File: src/rtl/hyperbus_wb_if.sv
// Signal bundle between a Wishbone classic master, the hyperbus_wb_bridge and a
// HyperBus controller. The bridge uses the slave view; the environment uses master.
interface hyperbus_wb_if;
    logic        wb_cyc_i;
    logic        wb_stb_i;
    logic        wb_we_i;
    logic [31:0] wb_adr_i;
    logic [31:0] wb_dat_i;
    logic [3:0]  wb_sel_i;
    logic [31:0] wb_dat_o;
    logic        wb_ack_o;
    logic        wb_err_o;

    logic [31:0] hb_adr_o;
    logic [15:0] hb_dat_o;
    logic        hb_reg_space_o;
    logic        hb_wrq_o;
    logic        hb_rrq_o;
    logic [15:0] hb_dat_i;
    logic        hb_ready_i;
    logic        hb_valid_i;
    logic        hb_busy_i;
    logic        hb_error_i;

    modport slave (
        input  wb_cyc_i, wb_stb_i, wb_we_i, wb_adr_i, wb_dat_i, wb_sel_i,
        input  hb_dat_i, hb_ready_i, hb_valid_i, hb_busy_i, hb_error_i,
        output wb_dat_o, wb_ack_o, wb_err_o,
        output hb_adr_o, hb_dat_o, hb_reg_space_o, hb_wrq_o, hb_rrq_o
    );

    modport master (
        output wb_cyc_i, wb_stb_i, wb_we_i, wb_adr_i, wb_dat_i, wb_sel_i,
        output hb_dat_i, hb_ready_i, hb_valid_i, hb_busy_i, hb_error_i,
        input  wb_dat_o, wb_ack_o, wb_err_o,
        input  hb_adr_o, hb_dat_o, hb_reg_space_o, hb_wrq_o, hb_rrq_o
    );
endinterface

File: src/rtl/hyperbus_wb_bridge.sv
// Wishbone classic slave to HyperBus controller bridge: each 32-bit access is
// split into two 16-bit controller beats, with a progress timeout and drain phase.
module hyperbus_wb_bridge #(
    parameter int unsigned TIMEOUT = 255
) (
    input  logic         clk,
    input  logic         rstn,
    hyperbus_wb_if.slave bus
);
    localparam int unsigned CNT_W = 8;
    localparam int unsigned WB_W  = 32;
    localparam int unsigned HB_W  = 16;

    typedef enum logic [1:0] {
        IDLE  = 2'd0,
        WRITE = 2'd1,
        READ  = 2'd2,
        DRAIN = 2'd3
    } state_e;

    state_e            state_q, state_d;
    logic [CNT_W-1:0]  cnt_q, cnt_d;
    logic              beat_q, beat_d;
    logic              wrq_q, wrq_d;
    logic              rrq_q, rrq_d;
    logic              ack_q, ack_d;
    logic              err_q, err_d;
    logic              reg_q, reg_d;
    logic [WB_W-1:0]   adr_q, adr_d;
    logic [WB_W-1:0]   rdat_q, rdat_d;
    logic [HB_W-1:0]   wdat_q, wdat_d;

    logic accept_c;
    logic progress_c;
    logic unused_adr0;

    // A response cycle blocks re-acceptance of the still-held strobe.
    assign accept_c   = bus.wb_cyc_i & bus.wb_stb_i & ~bus.hb_busy_i & ~bus.hb_error_i
                        & ~ack_q & ~err_q;
    assign progress_c = (state_q == WRITE) ? bus.hb_ready_i : bus.hb_valid_i;
    assign unused_adr0 = bus.wb_adr_i[0];

    always_comb begin
        state_d = state_q;
        cnt_d   = cnt_q;
        beat_d  = beat_q;
        wrq_d   = wrq_q;
        rrq_d   = rrq_q;
        ack_d   = 1'b0;
        err_d   = 1'b0;
        reg_d   = reg_q;
        adr_d   = adr_q;
        rdat_d  = rdat_q;
        wdat_d  = wdat_q;

        case (state_q)
            IDLE: begin
                if (accept_c) begin
                    if (bus.wb_sel_i != 4'hF) begin
                        err_d = 1'b1;
                    end else begin
                        reg_d  = bus.wb_adr_i[31];
                        adr_d  = {2'b00, bus.wb_adr_i[30:1]};
                        cnt_d  = CNT_W'(TIMEOUT);
                        beat_d = 1'b0;
                        if (bus.wb_we_i) begin
                            state_d = WRITE;
                            wrq_d   = 1'b1;
                            wdat_d  = bus.wb_dat_i[15:0];
                        end else begin
                            state_d = READ;
                            rrq_d   = 1'b1;
                        end
                    end
                end
            end

            WRITE, READ: begin
                cnt_d = cnt_q - CNT_W'(1);
                if (!bus.wb_cyc_i) begin
                    // Master abandoned the cycle: release silently.
                    wrq_d   = 1'b0;
                    rrq_d   = 1'b0;
                    state_d = DRAIN;
                end else if (bus.hb_error_i) begin
                    wrq_d   = 1'b0;
                    rrq_d   = 1'b0;
                    err_d   = 1'b1;
                    state_d = DRAIN;
                end else if (progress_c) begin
                    cnt_d  = CNT_W'(TIMEOUT);
                    beat_d = 1'b1;
                    if (state_q == WRITE) begin
                        wdat_d = bus.wb_dat_i[31:16];
                    end else if (beat_q) begin
                        rdat_d[31:16] = bus.hb_dat_i;
                    end else begin
                        rdat_d[15:0] = bus.hb_dat_i;
                    end
                    if (beat_q) begin
                        wrq_d   = 1'b0;
                        rrq_d   = 1'b0;
                        ack_d   = 1'b1;
                        state_d = DRAIN;
                    end
                end else if (cnt_q <= CNT_W'(1)) begin
                    wrq_d   = 1'b0;
                    rrq_d   = 1'b0;
                    err_d   = 1'b1;
                    state_d = DRAIN;
                end
            end

            DRAIN: begin
                wrq_d = 1'b0;
                rrq_d = 1'b0;
                if (!bus.hb_busy_i) begin
                    state_d = IDLE;
                end
            end

            default: begin
                state_d = IDLE;
            end
        endcase
    end

    always_ff @(posedge clk or negedge rstn) begin
        if (!rstn) begin
            state_q <= IDLE;
            cnt_q   <= '0;
            beat_q  <= 1'b0;
            wrq_q   <= 1'b0;
            rrq_q   <= 1'b0;
            ack_q   <= 1'b0;
            err_q   <= 1'b0;
            reg_q   <= 1'b0;
            adr_q   <= '0;
            rdat_q  <= '0;
            wdat_q  <= '0;
        end else begin
            state_q <= state_d;
            cnt_q   <= cnt_d;
            beat_q  <= beat_d;
            wrq_q   <= wrq_d;
            rrq_q   <= rrq_d;
            ack_q   <= ack_d;
            err_q   <= err_d;
            reg_q   <= reg_d;
            adr_q   <= adr_d;
            rdat_q  <= rdat_d;
            wdat_q  <= wdat_d;
        end
    end

    assign bus.wb_dat_o       = rdat_q;
    assign bus.wb_ack_o       = ack_q;
    assign bus.wb_err_o       = err_q;
    assign bus.hb_adr_o       = adr_q;
    assign bus.hb_dat_o       = wdat_q;
    assign bus.hb_reg_space_o = reg_q;
    assign bus.hb_wrq_o       = wrq_q;
    assign bus.hb_rrq_o       = rrq_q;
endmodule

File: src/flat_wrapper.sv
// flat-port wrapper written by rule: the top's interface ports become plain ports
module hyperbus_wb_bridge_flat 
#(
    parameter int unsigned TIMEOUT = 255
)
  (clk, rstn, bus_wb_cyc_i, bus_wb_stb_i, bus_wb_we_i, bus_wb_adr_i, bus_wb_dat_i, bus_wb_sel_i, bus_hb_dat_i, bus_hb_ready_i, bus_hb_valid_i, bus_hb_busy_i, bus_hb_error_i, bus_wb_dat_o, bus_wb_ack_o, bus_wb_err_o, bus_hb_adr_o, bus_hb_dat_o, bus_hb_reg_space_o, bus_hb_wrq_o, bus_hb_rrq_o);
  hyperbus_wb_if bus_i ();
  input  logic clk;
  input  logic rstn;
  input wire logic [$bits(bus_i.wb_cyc_i)-1:0] bus_wb_cyc_i;
  input wire logic [$bits(bus_i.wb_stb_i)-1:0] bus_wb_stb_i;
  input wire logic [$bits(bus_i.wb_we_i)-1:0] bus_wb_we_i;
  input wire logic [$bits(bus_i.wb_adr_i)-1:0] bus_wb_adr_i;
  input wire logic [$bits(bus_i.wb_dat_i)-1:0] bus_wb_dat_i;
  input wire logic [$bits(bus_i.wb_sel_i)-1:0] bus_wb_sel_i;
  input wire logic [$bits(bus_i.hb_dat_i)-1:0] bus_hb_dat_i;
  input wire logic [$bits(bus_i.hb_ready_i)-1:0] bus_hb_ready_i;
  input wire logic [$bits(bus_i.hb_valid_i)-1:0] bus_hb_valid_i;
  input wire logic [$bits(bus_i.hb_busy_i)-1:0] bus_hb_busy_i;
  input wire logic [$bits(bus_i.hb_error_i)-1:0] bus_hb_error_i;
  output wire logic [$bits(bus_i.wb_dat_o)-1:0] bus_wb_dat_o;
  output wire logic [$bits(bus_i.wb_ack_o)-1:0] bus_wb_ack_o;
  output wire logic [$bits(bus_i.wb_err_o)-1:0] bus_wb_err_o;
  output wire logic [$bits(bus_i.hb_adr_o)-1:0] bus_hb_adr_o;
  output wire logic [$bits(bus_i.hb_dat_o)-1:0] bus_hb_dat_o;
  output wire logic [$bits(bus_i.hb_reg_space_o)-1:0] bus_hb_reg_space_o;
  output wire logic [$bits(bus_i.hb_wrq_o)-1:0] bus_hb_wrq_o;
  output wire logic [$bits(bus_i.hb_rrq_o)-1:0] bus_hb_rrq_o;
  assign bus_i.wb_cyc_i = bus_wb_cyc_i;
  assign bus_i.wb_stb_i = bus_wb_stb_i;
  assign bus_i.wb_we_i = bus_wb_we_i;
  assign bus_i.wb_adr_i = bus_wb_adr_i;
  assign bus_i.wb_dat_i = bus_wb_dat_i;
  assign bus_i.wb_sel_i = bus_wb_sel_i;
  assign bus_i.hb_dat_i = bus_hb_dat_i;
  assign bus_i.hb_ready_i = bus_hb_ready_i;
  assign bus_i.hb_valid_i = bus_hb_valid_i;
  assign bus_i.hb_busy_i = bus_hb_busy_i;
  assign bus_i.hb_error_i = bus_hb_error_i;
  assign bus_wb_dat_o = bus_i.wb_dat_o;
  assign bus_wb_ack_o = bus_i.wb_ack_o;
  assign bus_wb_err_o = bus_i.wb_err_o;
  assign bus_hb_adr_o = bus_i.hb_adr_o;
  assign bus_hb_dat_o = bus_i.hb_dat_o;
  assign bus_hb_reg_space_o = bus_i.hb_reg_space_o;
  assign bus_hb_wrq_o = bus_i.hb_wrq_o;
  assign bus_hb_rrq_o = bus_i.hb_rrq_o;
  hyperbus_wb_bridge #(.TIMEOUT(TIMEOUT)) u_core (.clk(clk), .rstn(rstn), .bus(bus_i));
endmodule
File: config.mk
export PLATFORM = sky130hd
export DESIGN_NAME = hyperbus_wb_bridge_flat
export DESIGN_NICKNAME = d
export VERILOG_FILES = /design/src/rtl/hyperbus_wb_if.sv /design/src/rtl/hyperbus_wb_bridge.sv /design/src/flat_wrapper.sv
export SDC_FILE = /design/constraint.sdc
export NUM_CORES = 1
export LEC_CHECK = 0
export BUFFER_PORTS_ARGS = -buffer_cell sky130_fd_sc_hd__buf_2
export CORE_MARGIN = 4
export CORE_UTILIZATION = 42
export DETAILED_ROUTE_END_ITERATION = 16
export GPL_TIMING_DRIVEN = 1
export PLACE_DENSITY = 0.82
export SKIP_LAST_GASP = 1
export SLEW_MARGIN = 10
export SYNTH_ARGS = -nofsm -noshare
export SYNTH_HDL_FRONTEND = slang
export SYNTH_SLANG_ARGS = --single-unit
File: constraint.sdc
create_clock -name clk -period 3.5 [get_ports clk]
set_input_delay 0.7 -clock clk [delete_from_list [all_inputs] [get_ports clk]]
set_output_delay 0.7 -clock clk [all_outputs]
set_load 0.01 [all_outputs]
==> summary.txt <==
Floorplan
  • Total I/O pin count: 178
  • Core area: between 9000 and 10000 um^2
  • FP Rows: 35
  • Initial core utilization: a little over two fifths
  • Die X: approximately 110 um
  • Die height: between 100 and 150 um
  • Die Area: about 11000 um^2

Yosys
  • Mux cell area share after synthesis: approximately 28%
  • Post-synth top area share: between 50% and 60%
  • Post-synthesis cell count: slightly below 300
  • Unique masters post-synth: 34
  • Mapped Area: 4120 um^2
  • Synth Area per Inst: ~14 um^2
  • Ranking of synthesized cells by area: dfrtp_1, mux2_2, ha_1, mux2i_1, a21oi_1
  • Area leader, netlist: dfrtp_1
  • Post-synthesis compound-gate area fraction: 4.70%
  • Combinational family with the most area after synthesis: multiplexers
  • Synth Area in Adders: about 2.4%
  • Yosys reg bits: 94
  • Synth Area in XOR/XNOR: 0%
  • Post-synth EDFFs: 0
  • Synth warn: 0
  • Predominant post-synthesis flop cell: dfrtp_1
  • Post-synthesis simple-gate area fraction: slightly above 5%
  • Post-synthesis async set-or-reset flop share: between 90% and 100%
  • Register area share after synthesis: approximately 57%

Timing
  • Final period util: 69.3%
  • Max frequency: 0.413 GHz
  • RSZ-0062 raised after global routing: false
  • Clock skew: approximately 0.012 ns
  • Post-route minimum period: about 2.4 ns
  • Slew @ Worst Pin: between 0.7 and 0.8 ns
  • Slew HR: between 40% and 50%
  • Final TNS setup: 0 ns
  • Fin. max-slew vios: 0
  • Final hold viol count: 0
  • Final setup violation count: 0

Detailed routing
  • Drt via density: 4.95
  • 1st-iter DRT viols: 99
  • DRC violations left: 0
  • DRT Pass-1 Iters: 4
  • DRT Wirelength: about 9700 um
  • Wire per inst: 15.9 um
  • Routed via count: roughly 3k
  • Post-route ant nets: 0

Global routing
  • Initial antenna violation count: 0
  • Largest net degree at the start of global routing: 65
  • Global-route usage over all layers: approximately 17%
  • First-pass GRT wire length: 15700 um
  • Overflow after GRT: 0
  • Number of global-route vias before repair: 3197

Setup path
  • Critical Path, Cell by Cell: inv_1, ha_1, mux2_2, nand2_1, nor3_2, buf_4, mux2_2
  • Crit path largest cell delay: ~0.42 ns
  • Setup crit end kind: flop
  • Crit Path Max Fanout: 13
  • Worst path slowest cell: dfrtp_1
  • Critical Path RT: 3.73 ns
  • Most used cell along the critical path: mux2_2
  • Crit path kind: flop to flop
  • Worst Setup Start Kind: flop
  • Arr. time, crit path: about 2.7 ns

Clocking
  • CTS clock-pin slew for the worst setup and hold paths: approximately 0.090 ns
  • CTS Buf Count: 9
  • Cts hold-fix bufs: 0
  • CTS sink count: 94
  • CTS tree: built
  • Clock tree root buffer cell: clkbuf_8
  • # H-tree levels: 3
  • Worst-skew pair later-pin latency: between 0.3 and 0.4 ns
  • Largest buffer count on any clock path: 2
  • PostCTS Resize Cnt: 0
  • Postcts setup bufs: 0

Pwr
  • Static leakage: between 2 and 3 nW
  • PwrDens: roughly 760 nW/um^2
  • Logic pwr share: 43.9%
  • Sw Pwr: approximately 1.4 mW
  • Sequential power share: 39.0%
  • Internal power: roughly 2.6 mW
  • Worst vdd ir: roughly 0.37 mV
  • Switching portion of total power: between 30% and 40%
  • Clock Power Share: between 10% and 20%

Worst hold path
  • Worst Hold Class: primary input to async pin

Cells and area
  • Register area: 2350 um^2
  • Commonest non-fill, non-tap cell in the layout: buf_2
  • Most frequent cells in the layout: buf_2, mux2_2, dfrtp_1
  • Share of cells above drive strength 1: a little over three fifths
  • Layout net count: between 500 and 600
  • Area Growth Syn to Fin: 29.6%
  • Fin cells: 608
  • Fillers: 810
  • Antenna cells: 0
  • Area of the multi-input gates: between 1500 and 2000 um^2

Place
  • PortBufs: 174
  • HPWL after DPL: approximately 7400 um
  • GP Congestion: 0.907
  • Post-placement cell count: 592

Run status
  • Outcome: finished clean

Flow run
  • Max-cap viol count: 0
-- path summary, 6_finish.rpt --
| check | from | end | slack (ns) | depth (start not counted) |
|---|---|---|---|---|
| worst min-delay path | rstn | u_core.bus.hb_dat_o[10]$_DFFE_PN0P_ | 0.42 | 1 |
| worst max register to register | u_core.state_q[1]$_DFFE_PN0P_ | u_core.bus.wb_dat_o[1]$_DFFE_PN0P_ | 1.08 | 7 |
| max in group asynchronous | rstn | u_core.bus.hb_adr_o[29]$_DFFE_PN0P_ | 2.35 | 2 |
| worst max-delay path | u_core.state_q[1]$_DFFE_PN0P_ | u_core.bus.wb_dat_o[1]$_DFFE_PN0P_ | 1.08 | 7 |
| worst min register to register | u_core.bus.hb_adr_o[9]$_DFFE_PN0P_ | u_core.bus.hb_adr_o[9]$_DFFE_PN0P_ | 0.51 | 1 |
| min in group clk | u_core.bus.hb_adr_o[9]$_DFFE_PN0P_ | u_core.bus.hb_adr_o[9]$_DFFE_PN0P_ | 0.51 | 1 |
-- final cells by class --
class | instances | share of cell area [%]
tap | 129 | 3.02
multi-input combinational | 180 | 31.4
sequential | 94 | 44.0
timing repair buffer | 182 | 17.5
inverter | 7 | 0.492
clock inverter | 6 | 1.01
clock buffer | 10 | 2.58
-- critical path, delay by kind of cell, from the launching register on --
family        cells  cell delay (ns)
fa+ha+maj         1             0.32
flops             1             0.42
simple gates      2             0.47
mux               2             0.61
buf+inv           2             0.47
-- power groups by stage --
| stage | clock network (mW) | registers, mW | logic [mW] |
|---|---|---|---|
| after floorplan | 0 | 1.72 | 1.07 |
| after global placement | 0 | 1.57 | 1.73 |
| after detailed placement | 0 | 1.60 | 1.80 |
| after CTS | 0.715 | 1.58 | 1.80 |
| after global routing | 0.772 | 1.62 | 1.94 |
| final | 0.689 | 1.58 | 1.77 |
-- kinds of logic after synthesis --
family	after synthesis
buffers and inverters	22
AND/OR/NAND/NOR	40
multiplexers	104
other	1
adder cells (fa/ha/maj)	8
AO/OA/AOI/OAI	26
flip-flops	94
-- state kept, by name, indices dropped and copies added (netlist names) --
| name | count |
|---|---|
| u_core.beat_q | 1 |
| u_core.bus.hb_adr_o | 30 |
| u_core.bus.hb_dat_o | 16 |
| u_core.bus.hb_reg_space_o | 1 |
| u_core.bus.hb_rrq_o | 1 |
| u_core.bus.hb_wrq_o | 1 |
| u_core.bus.wb_ack_o | 1 |
| u_core.bus.wb_dat_o | 32 |
| u_core.bus.wb_err_o | 1 |
| u_core.cnt_q | 8 |
| u_core.state_q | 2 |
-- per-layer routing --
metal / vias up / track usage, % / routed length (um)
li1: 1413 / - / -
met1: 1501 / 20.2 / 3720
met2: 87 / 30.9 / 5280
met3: 10 / 5.18 / 575
met4: 0 / 4.11 / 75
met5: - / 0 / 0
-- cell usage after synthesis, types with 2 or more instances --
cell type  instances
mux2_2            98
nand2b_1           6
buf_1              3
clkbuf_1           5
dfrtp_1           94
buf_2              4
nor3_1             4
and3_1             2
buf_4              2
a41oi_1            3
nor2_1            10
o21ai_0            2
mux2i_1            6
a31oi_1            5
a21oi_1           10
inv_1              7
nand2_1           10
ha_1               8
-- through the flow --
stage          area (um^2)  hold slack [ns]  setup WS [ns]  power (mW)  utilization, %
2_1_floorplan         4130            0.404          0.845        2.79               -
3_3_place_gp          5150            0.482          0.784        3.30            54.7
3_5_place_dp          5150            0.487          0.737        3.39            54.7
4_1_cts               5340            0.445          0.994        4.09            56.7
5_1_grt               5340            0.475          0.932        4.33            56.7
6_report              5340            0.418           1.08        4.04            56.7
Note: power is estimated with default switching activity, not from simulation.
